[src/rtl/stack_ctrl_unit.sv]
// Multi-cycle fetch/decode/execute controller for the 8-opcode stack ISA.
// Owns pc, sp and the tmp/b operand registers; sequences ROM, data RAM and stack memory.
module stack_ctrl_unit #(
    parameter int INST_W      = 16,
    parameter int DATA_W      = 8,
    parameter int ROM_AW      = 5,
    parameter int RAM_AW      = 5,
    parameter int STACK_DEPTH = 16
) (
    input  logic                           clk_i,
    input  logic                           rst_i,
    input  logic                           start_i,
    input  logic [INST_W-1:0]              inst_i,
    input  logic [DATA_W-1:0]              data_mem_i,
    input  logic [DATA_W-1:0]              stk_rdata_i,
    output logic [ROM_AW-1:0]              a_rom_o,
    output logic                           rom_en_o,
    output logic [RAM_AW-1:0]              a_ram_o,
    output logic                           ram_en_o,
    output logic                           ram_wren_o,
    output logic [DATA_W-1:0]              ram_wdata_o,
    output logic [$clog2(STACK_DEPTH)-1:0] stk_addr_o,
    output logic                           stk_wren_o,
    output logic [DATA_W-1:0]              stk_wdata_o,
    output logic [ROM_AW-1:0]              pc_o,
    output logic [$clog2(STACK_DEPTH):0]   sp_o,
    output logic [3:0]                     opcode_o,
    output logic                           halted_o,
    output logic                           error_o,
    output logic [1:0]                     err_code_o
);
    localparam int SP_W = $clog2(STACK_DEPTH) + 1;
    localparam logic [SP_W-1:0] SP_FULL = SP_W'(STACK_DEPTH);
    localparam logic [SP_W-1:0] SP_ZERO = SP_W'(0);
    localparam logic [SP_W-1:0] SP_ONE  = SP_W'(1);
    localparam logic [SP_W-1:0] SP_TWO  = SP_W'(2);

    localparam logic [3:0] OP_PUSH  = 4'd0;
    localparam logic [3:0] OP_POP   = 4'd1;
    localparam logic [3:0] OP_PUSHI = 4'd2;
    localparam logic [3:0] OP_ADD   = 4'd3;
    localparam logic [3:0] OP_SUB   = 4'd4;
    localparam logic [3:0] OP_JMP   = 4'd5;
    localparam logic [3:0] OP_JZ    = 4'd6;
    localparam logic [3:0] OP_HALT  = 4'd7;

    localparam logic [1:0] ERR_OVF = 2'd1;
    localparam logic [1:0] ERR_UNF = 2'd2;
    localparam logic [1:0] ERR_ILL = 2'd3;

    typedef enum logic [3:0] {
        S_IDLE    = 4'd0,
        S_FETCH   = 4'd1,
        S_DECODE  = 4'd2,
        S_MEM_RD  = 4'd3,
        S_LOAD    = 4'd4,
        S_STK_RD  = 4'd5,
        S_STK_RD2 = 4'd6,
        S_EXEC    = 4'd7,
        S_STK_WR  = 4'd8,
        S_MEM_WR  = 4'd9,
        S_JZ_EVAL = 4'd10,
        S_HALT    = 4'd11,
        S_ERROR   = 4'd12
    } state_t;

    state_t              state_q, state_d;
    logic [ROM_AW-1:0]   pc_q, pc_d;
    logic [SP_W-1:0]     sp_q, sp_d;
    logic [INST_W-1:0]   ir_q, ir_d;
    logic [DATA_W-1:0]   tmp_q, tmp_d;
    logic [DATA_W-1:0]   b_q, b_d;
    logic [1:0]          err_code_q, err_code_d;

    logic [3:0]          dec_op_s;
    logic [ROM_AW-1:0]   dec_t_s;
    logic [DATA_W-1:0]   dec_imm_s;
    logic                dec_ill_s;
    logic                dec_ovf_s;
    logic                dec_unf_s;
    logic [3:0]          ir_op_s;
    logic [RAM_AW-1:0]   ir_a_s;
    logic [ROM_AW-1:0]   ir_t_s;
    logic [SP_W-1:0]     sp_m1_s;
    logic                unused_bits_s;

    // DECODE works on the ROM word as it arrives; later states use the latched ir
    assign dec_op_s  = inst_i[INST_W-1 -: 4];
    assign dec_t_s   = inst_i[ROM_AW-1:0];
    assign dec_imm_s = inst_i[DATA_W-1:0];
    assign dec_ill_s = dec_op_s[3];
    assign dec_ovf_s = ((dec_op_s == OP_PUSH) || (dec_op_s == OP_PUSHI)) && (sp_q == SP_FULL);
    assign dec_unf_s = (((dec_op_s == OP_POP) || (dec_op_s == OP_JZ)) && (sp_q == SP_ZERO)) ||
                       (((dec_op_s == OP_ADD) || (dec_op_s == OP_SUB)) && (sp_q < SP_TWO));

    assign ir_op_s       = ir_q[INST_W-1 -: 4];
    assign ir_a_s        = ir_q[RAM_AW-1:0];
    assign ir_t_s        = ir_q[ROM_AW-1:0];
    assign sp_m1_s       = sp_q - SP_ONE;
    assign unused_bits_s = ^{ir_q, sp_m1_s[SP_W-1]};

    // State and datapath registers
    always_ff @(posedge clk_i or posedge rst_i) begin
        if (rst_i) begin
            state_q    <= S_IDLE;
            pc_q       <= '0;
            sp_q       <= '0;
            ir_q       <= '0;
            tmp_q      <= '0;
            b_q        <= '0;
            err_code_q <= 2'd0;
        end else begin
            state_q    <= state_d;
            pc_q       <= pc_d;
            sp_q       <= sp_d;
            ir_q       <= ir_d;
            tmp_q      <= tmp_d;
            b_q        <= b_d;
            err_code_q <= err_code_d;
        end
    end

    // Next-state and datapath update
    always_comb begin
        state_d    = state_q;
        pc_d       = pc_q;
        sp_d       = sp_q;
        ir_d       = ir_q;
        tmp_d      = tmp_q;
        b_d        = b_q;
        err_code_d = err_code_q;
        case (state_q)
            S_IDLE: begin
                if (start_i) begin
                    state_d = S_FETCH;
                end else begin
                    state_d = S_IDLE;
                end
            end
            S_FETCH: state_d = S_DECODE;
            S_DECODE: begin
                ir_d = inst_i;
                if (dec_op_s == OP_JMP) begin
                    pc_d = dec_t_s;
                end else begin
                    pc_d = pc_q + ROM_AW'(1);
                end
                if (dec_ill_s) begin
                    state_d    = S_ERROR;
                    err_code_d = ERR_ILL;
                end else if (dec_ovf_s) begin
                    state_d    = S_ERROR;
                    err_code_d = ERR_OVF;
                end else if (dec_unf_s) begin
                    state_d    = S_ERROR;
                    err_code_d = ERR_UNF;
                end else begin
                    case (dec_op_s)
                        OP_PUSH:  state_d = S_MEM_RD;
                        OP_PUSHI: begin
                            tmp_d   = dec_imm_s;
                            state_d = S_STK_WR;
                        end
                        OP_POP, OP_ADD, OP_SUB, OP_JZ: state_d = S_STK_RD;
                        OP_JMP:   state_d = S_FETCH;
                        OP_HALT:  state_d = S_HALT;
                        default:  state_d = S_ERROR;
                    endcase
                end
            end
            S_MEM_RD: state_d = S_LOAD;
            S_LOAD: begin
                tmp_d   = data_mem_i;
                state_d = S_STK_WR;
            end
            S_STK_RD: begin
                sp_d = sp_m1_s;
                case (ir_op_s)
                    OP_POP:         state_d = S_MEM_WR;
                    OP_ADD, OP_SUB: state_d = S_STK_RD2;
                    OP_JZ:          state_d = S_JZ_EVAL;
                    default:        state_d = S_ERROR;
                endcase
            end
            S_STK_RD2: begin
                b_d     = stk_rdata_i;
                sp_d    = sp_m1_s;
                state_d = S_EXEC;
            end
            S_EXEC: begin
                // second operand (deeper entry) minus/plus TOS; carry is dropped by the width
                if (ir_op_s == OP_ADD) begin
                    tmp_d = stk_rdata_i + b_q;
                end else begin
                    tmp_d = stk_rdata_i - b_q;
                end
                state_d = S_STK_WR;
            end
            S_STK_WR: begin
                sp_d    = sp_q + SP_ONE;
                state_d = S_FETCH;
            end
            S_MEM_WR: state_d = S_FETCH;
            S_JZ_EVAL: begin
                if (stk_rdata_i == DATA_W'(0)) begin
                    pc_d = ir_t_s;
                end else begin
                    pc_d = pc_q;
                end
                state_d = S_FETCH;
            end
            S_HALT:  state_d = S_HALT;
            S_ERROR: state_d = S_ERROR;
            default: state_d = S_IDLE;
        endcase
    end

    // Strobes and addresses decoded from registered state only
    always_comb begin
        a_rom_o     = '0;
        rom_en_o    = 1'b0;
        a_ram_o     = '0;
        ram_en_o    = 1'b0;
        ram_wren_o  = 1'b0;
        ram_wdata_o = '0;
        stk_addr_o  = '0;
        stk_wren_o  = 1'b0;
        halted_o    = 1'b0;
        error_o     = 1'b0;
        case (state_q)
            S_FETCH: begin
                rom_en_o = 1'b1;
                a_rom_o  = pc_q;
            end
            S_MEM_RD: begin
                ram_en_o = 1'b1;
                a_ram_o  = ir_a_s;
            end
            S_STK_RD, S_STK_RD2: stk_addr_o = sp_m1_s[SP_W-2:0];
            S_STK_WR: begin
                stk_wren_o = 1'b1;
                stk_addr_o = sp_q[SP_W-2:0];
            end
            S_MEM_WR: begin
                ram_wren_o  = 1'b1;
                a_ram_o     = ir_a_s;
                ram_wdata_o = stk_rdata_i;
            end
            S_HALT:  halted_o = 1'b1;
            S_ERROR: error_o  = 1'b1;
            default: a_rom_o  = '0;
        endcase
    end

    assign stk_wdata_o = tmp_q;
    assign pc_o        = pc_q;
    assign sp_o        = sp_q;
    assign opcode_o    = ir_op_s;
    assign err_code_o  = err_code_q;

endmodule

[config.mk]
export PLATFORM = sky130hd
export DESIGN_NAME = stack_ctrl_unit
export DESIGN_NICKNAME = d
export VERILOG_FILES = /design/src/rtl/stack_ctrl_unit.sv
export SDC_FILE = /design/constraint.sdc
export NUM_CORES = 1
export LEC_CHECK = 0
export BUFFER_PORTS_ARGS = -buffer_cell sky130_fd_sc_hd__buf_2
export CAP_MARGIN = 5
export CORE_AREA = 3 3 80 82
export CTS_CLUSTER_DIAMETER = 60
export CTS_CLUSTER_SIZE = 12
export DETAILED_ROUTE_END_ITERATION = 10
export DIE_AREA = 0 0 83 85
export PLACE_DENSITY = 0.9
export SLEW_MARGIN = 20
export SYNTH_ARGS = -nofsm -noshare
export SYNTH_HDL_FRONTEND = slang
export SYNTH_SLANG_ARGS = --single-unit
export TNS_END_PERCENT = 30
[constraint.sdc]
create_clock -name clk_i -period 2.9 [get_ports clk_i]
set_input_delay 0.435 -clock clk_i [delete_from_list [all_inputs] [get_ports clk_i]]
set_output_delay 0.435 -clock clk_i [all_outputs]
set_load 0.02 [all_outputs]
==> flow_summary.ini <==
[grt]
antenna_found_initial = 0
grt_overflow_total = 0
grt_max_degree = 42
grt_use_total_pct = 23.12
grt_pass1_wl_um = 13550
grt_pass1_vias = 2885

[cells_and_area]
final_common_cell = buf_2
insertedDiodeCount = 0
fin_util_pct = 61.85
final_area_mm2 = 0.003597
area_growth_syn_to_layout_pct = 19.49
fillCellCount = 497
final_cell_mix = buf_2 (82), nand2_1 (42), dfrtp_1 (40)
drive_above_1_share_pct = 29.47
nNetsFinal = 479

[synth]
synth-seq-area-share_pct = 34.08
netlist_instances = 349
netlist_top_cells_area = dfrtp_1 (34%), nand2_1 (5.2%), ha_1 (5.0%)
async_flop_share_pct = 100.0
synth_top_area_share_pct = 34.08
yosysUniqueCellTypes = 62
synth_edf_count = 0
ys_seq_elements = 41
synth-main-ff-cell = dfrtp_1
syn_area_mm2 = 0.003010
synth_warnings = 0
yosysTopAreaCell = dfrtp_1
syn_area_per_cell_um2 = 8.626
synth_nets = 397

[drt]
via_per_inst = 5.931
vias = 3001
ant_nets = 0
drt_iter0_drc = 279
drc = 0
wl_um = 8141
wl_per_cell_um = 16.09
drt-pass1-iter-count = 5

[die]
start_util_pct = 51.76
io_pins = 87
die_y_um = 85
core.rowCount = 28
core_region_area_mm2 = 0.005816
die_x_um = 83
die_area_mm2 = 0.007055

[placed_design]
io_buffers = 82
place_congestion = 0.9343
post_dp_cell_area_mm2 = 0.003492
place_hpwl_um = 6097

[flow_run]
cap_violations = 0

[timing]
worst_pin_slew_ns = 0.5779
fin_setup_tns_ns = 0
setup_viol = 0
rsz0062_at_grt = false
slew_headroom_pct = 61.27
fin_crit_sh_pct = 93.10
skew_ns = 0.008047
fin_crit_ns = 2.700
fmax_mhz = 370.4
hold_viol_final = 0
slew_viol_final = 0

[critical_path]
r2r_slack_ns = 0.20
reg2reg_to = stk_wdata_o[6]$_DFFE_PP0P_
cp-start-kind = flop
worst_ep_required_time_ns = 3.07
reg2reg_depth = 9
path_class = reg -> reg
r2r-start = ir_q[15]$_DFFE_PP0P_
cpMaxStageDelayCell = dfrtp_2
path_cells = nor4bb_2, buf_4, mux2_2, fa_1, a21oi_2, o211ai_1, and3b_1, o31ai_1, a31oi_1
cp_slowest_stage_delay_ns = 0.45
end_kind = flop
cp_data_arrival_time_ns = 2.87
crit_fanout = 7

[pwr]
p_int_mw = 2.021
leakagePower_nw = 1.714
power_density_mw_per_mm2 = 1088
p_seq_share_pct = 29.5
clkPwrFrac_pct = 10.0
p_comb_share_pct = 60.6
p_switching_mw = 1.894
vdd.ir_drop.worst_mv = 0.6027
power_mw = 3.915
switching_share_pct = 48.37

[hold_path]
hold_class = in -> async

[clock_network]
clkTransAtPathRegs_ns = 0.08
clk_path_buf_depth = 2
root_buffer = clkbuf_8
cts_tree = done
insertion_delay_ns = 0.30
cts_max_level = 2
cts_made_buffers = 5
ctsHoldBuffers = 0
clock_sinks = 41

[status]
status = finished, final reports clean
[power groups by stage]
stage / combinational [mW] / sequential [mW] / clock, mW
finish: 2.37 / 1.15 / 0.391
global route: 2.58 / 1.21 / 0.425
CTS: 2.35 / 1.15 / 0.395
detailed placement: 2.32 / 1.16 / 0
global placement: 2.22 / 1.14 / 0
floorplan: 1.63 / 1.21 / 0
[registers in the layout, indices dropped and copies added (netlist names)]
name and cells:
b_q 8, state_q 4, sp_o 5, pc_o 5, ir_q 9, stk_wdata_o 8
err_code_o 2
[how the worst max path moves through the flow]
| stage | start | to | slack (ns) | depth (start not counted) |
|---|---|---|---|---|
| 2_1_floorplan | ir_q[14]$_DFFE_PP0P_ | stk_wdata_o[6]$_DFFE_PP0P_ | 0.28 | 9 |
| 3_3_place_gp | ir_q[15]$_DFFE_PP0P_ | stk_wdata_o[6]$_DFFE_PP0P_ | 0.18 | 9 |
| 3_5_place_dp | ir_q[15]$_DFFE_PP0P_ | stk_wdata_o[6]$_DFFE_PP0P_ | 0.14 | 9 |
| 4_1_cts | ir_q[15]$_DFFE_PP0P_ | stk_wdata_o[6]$_DFFE_PP0P_ | 0.07 | 9 |
| 5_1_grt | ir_q[15]$_DFFE_PP0P_ | stk_wdata_o[6]$_DFFE_PP0P_ | 0.02 | 9 |
| 6_report | ir_q[15]$_DFFE_PP0P_ | stk_wdata_o[6]$_DFFE_PP0P_ | 0.20 | 9 |
[worst max-delay path: cells and delay by family, from the launching register on]
| kind | cells | cell delay (ns) |
|---|---|---|
| flip-flops | 1 | 0.45 |
| multiplexers | 1 | 0.36 |
| AND/OR/NAND/NOR | 2 | 0.50 |
| buffers and inverters | 1 | 0.18 |
| AO/OA/AOI/OAI | 4 | 0.66 |
| adder cells (fa/ha/maj) | 1 | 0.45 |
[synthesized netlist by cell type (all sizes together) (4+ instances only)]
cell / n
a21oi: 17
a22oi: 6
a31oi: 11
and2: 13
buf: 10
clkbuf: 11
dfrtp: 41
ha: 12
inv: 14
mux2: 10
nand2: 42
nand2b: 8
nand3: 5
nor2: 34
nor2b: 11
nor3: 9
nor4: 4
o21ai: 19
xnor2: 11
xor2: 9
[final cells by class]
| type | instances | area [um2] | share of cell area (%) |
|---|---|---|---|
| Clock buffer | 7 | 86.33 | 2.400 |
| Inverter | 14 | 52.55 | 1.461 |
| Multi-Input combinational cell | 273 | 1822 | 50.64 |
| Sequential cell | 41 | 1027 | 28.56 |
| Tap cell | 75 | 93.84 | 2.609 |
| Timing Repair Buffer | 96 | 515.5 | 14.33 |
[logic make-up after synthesis]
family	after synthesis	synth area share, %
multiplexers	10	3.741
XOR/XNOR	20	5.819
buffers and inverters	35	5.735
flip-flops	41	34.08
adder cells (fa/ha/maj)	13	5.652
AO/OA/AOI/OAI	86	19.95
AND/OR/NAND/NOR	144	25.02
[per-layer routing]
layer | routed length (um) | track usage (%) | vias up
met5 | 0 | 0 | -
met1 | 3349 | 29.51 | 1419
met3 | 591 | 4.175 | 22
met2 | 4004 | 39.94 | 155
met4 | 195 | 7.281 | 0
li1 | - | - | 1405
[repair_timing]
| item | CTS | global route |
|---|---|---|
| setup endpoints to repair | 0 | 1 |
| resized for setup | 0 | 3 |
| buffers inserted | 0 | 1 |
| endpoints found under the hold margin | 0 | 0 |
[stage by stage]
stage / hold WS [ns] / worst slack, ns / std cells
after floorplan: 0.4943 / 0.2772 / 349
after global placement: 0.4780 / 0.1768 / 498
after detailed placement: 0.4950 / 0.1396 / 498
after CTS: 0.2831 / 0.06840 / 505
after global routing: 0.3214 / 0.02012 / 506
final: 0.2557 / 0.2002 / 506
No activity file was read; power rests on OpenSTA's default activity.
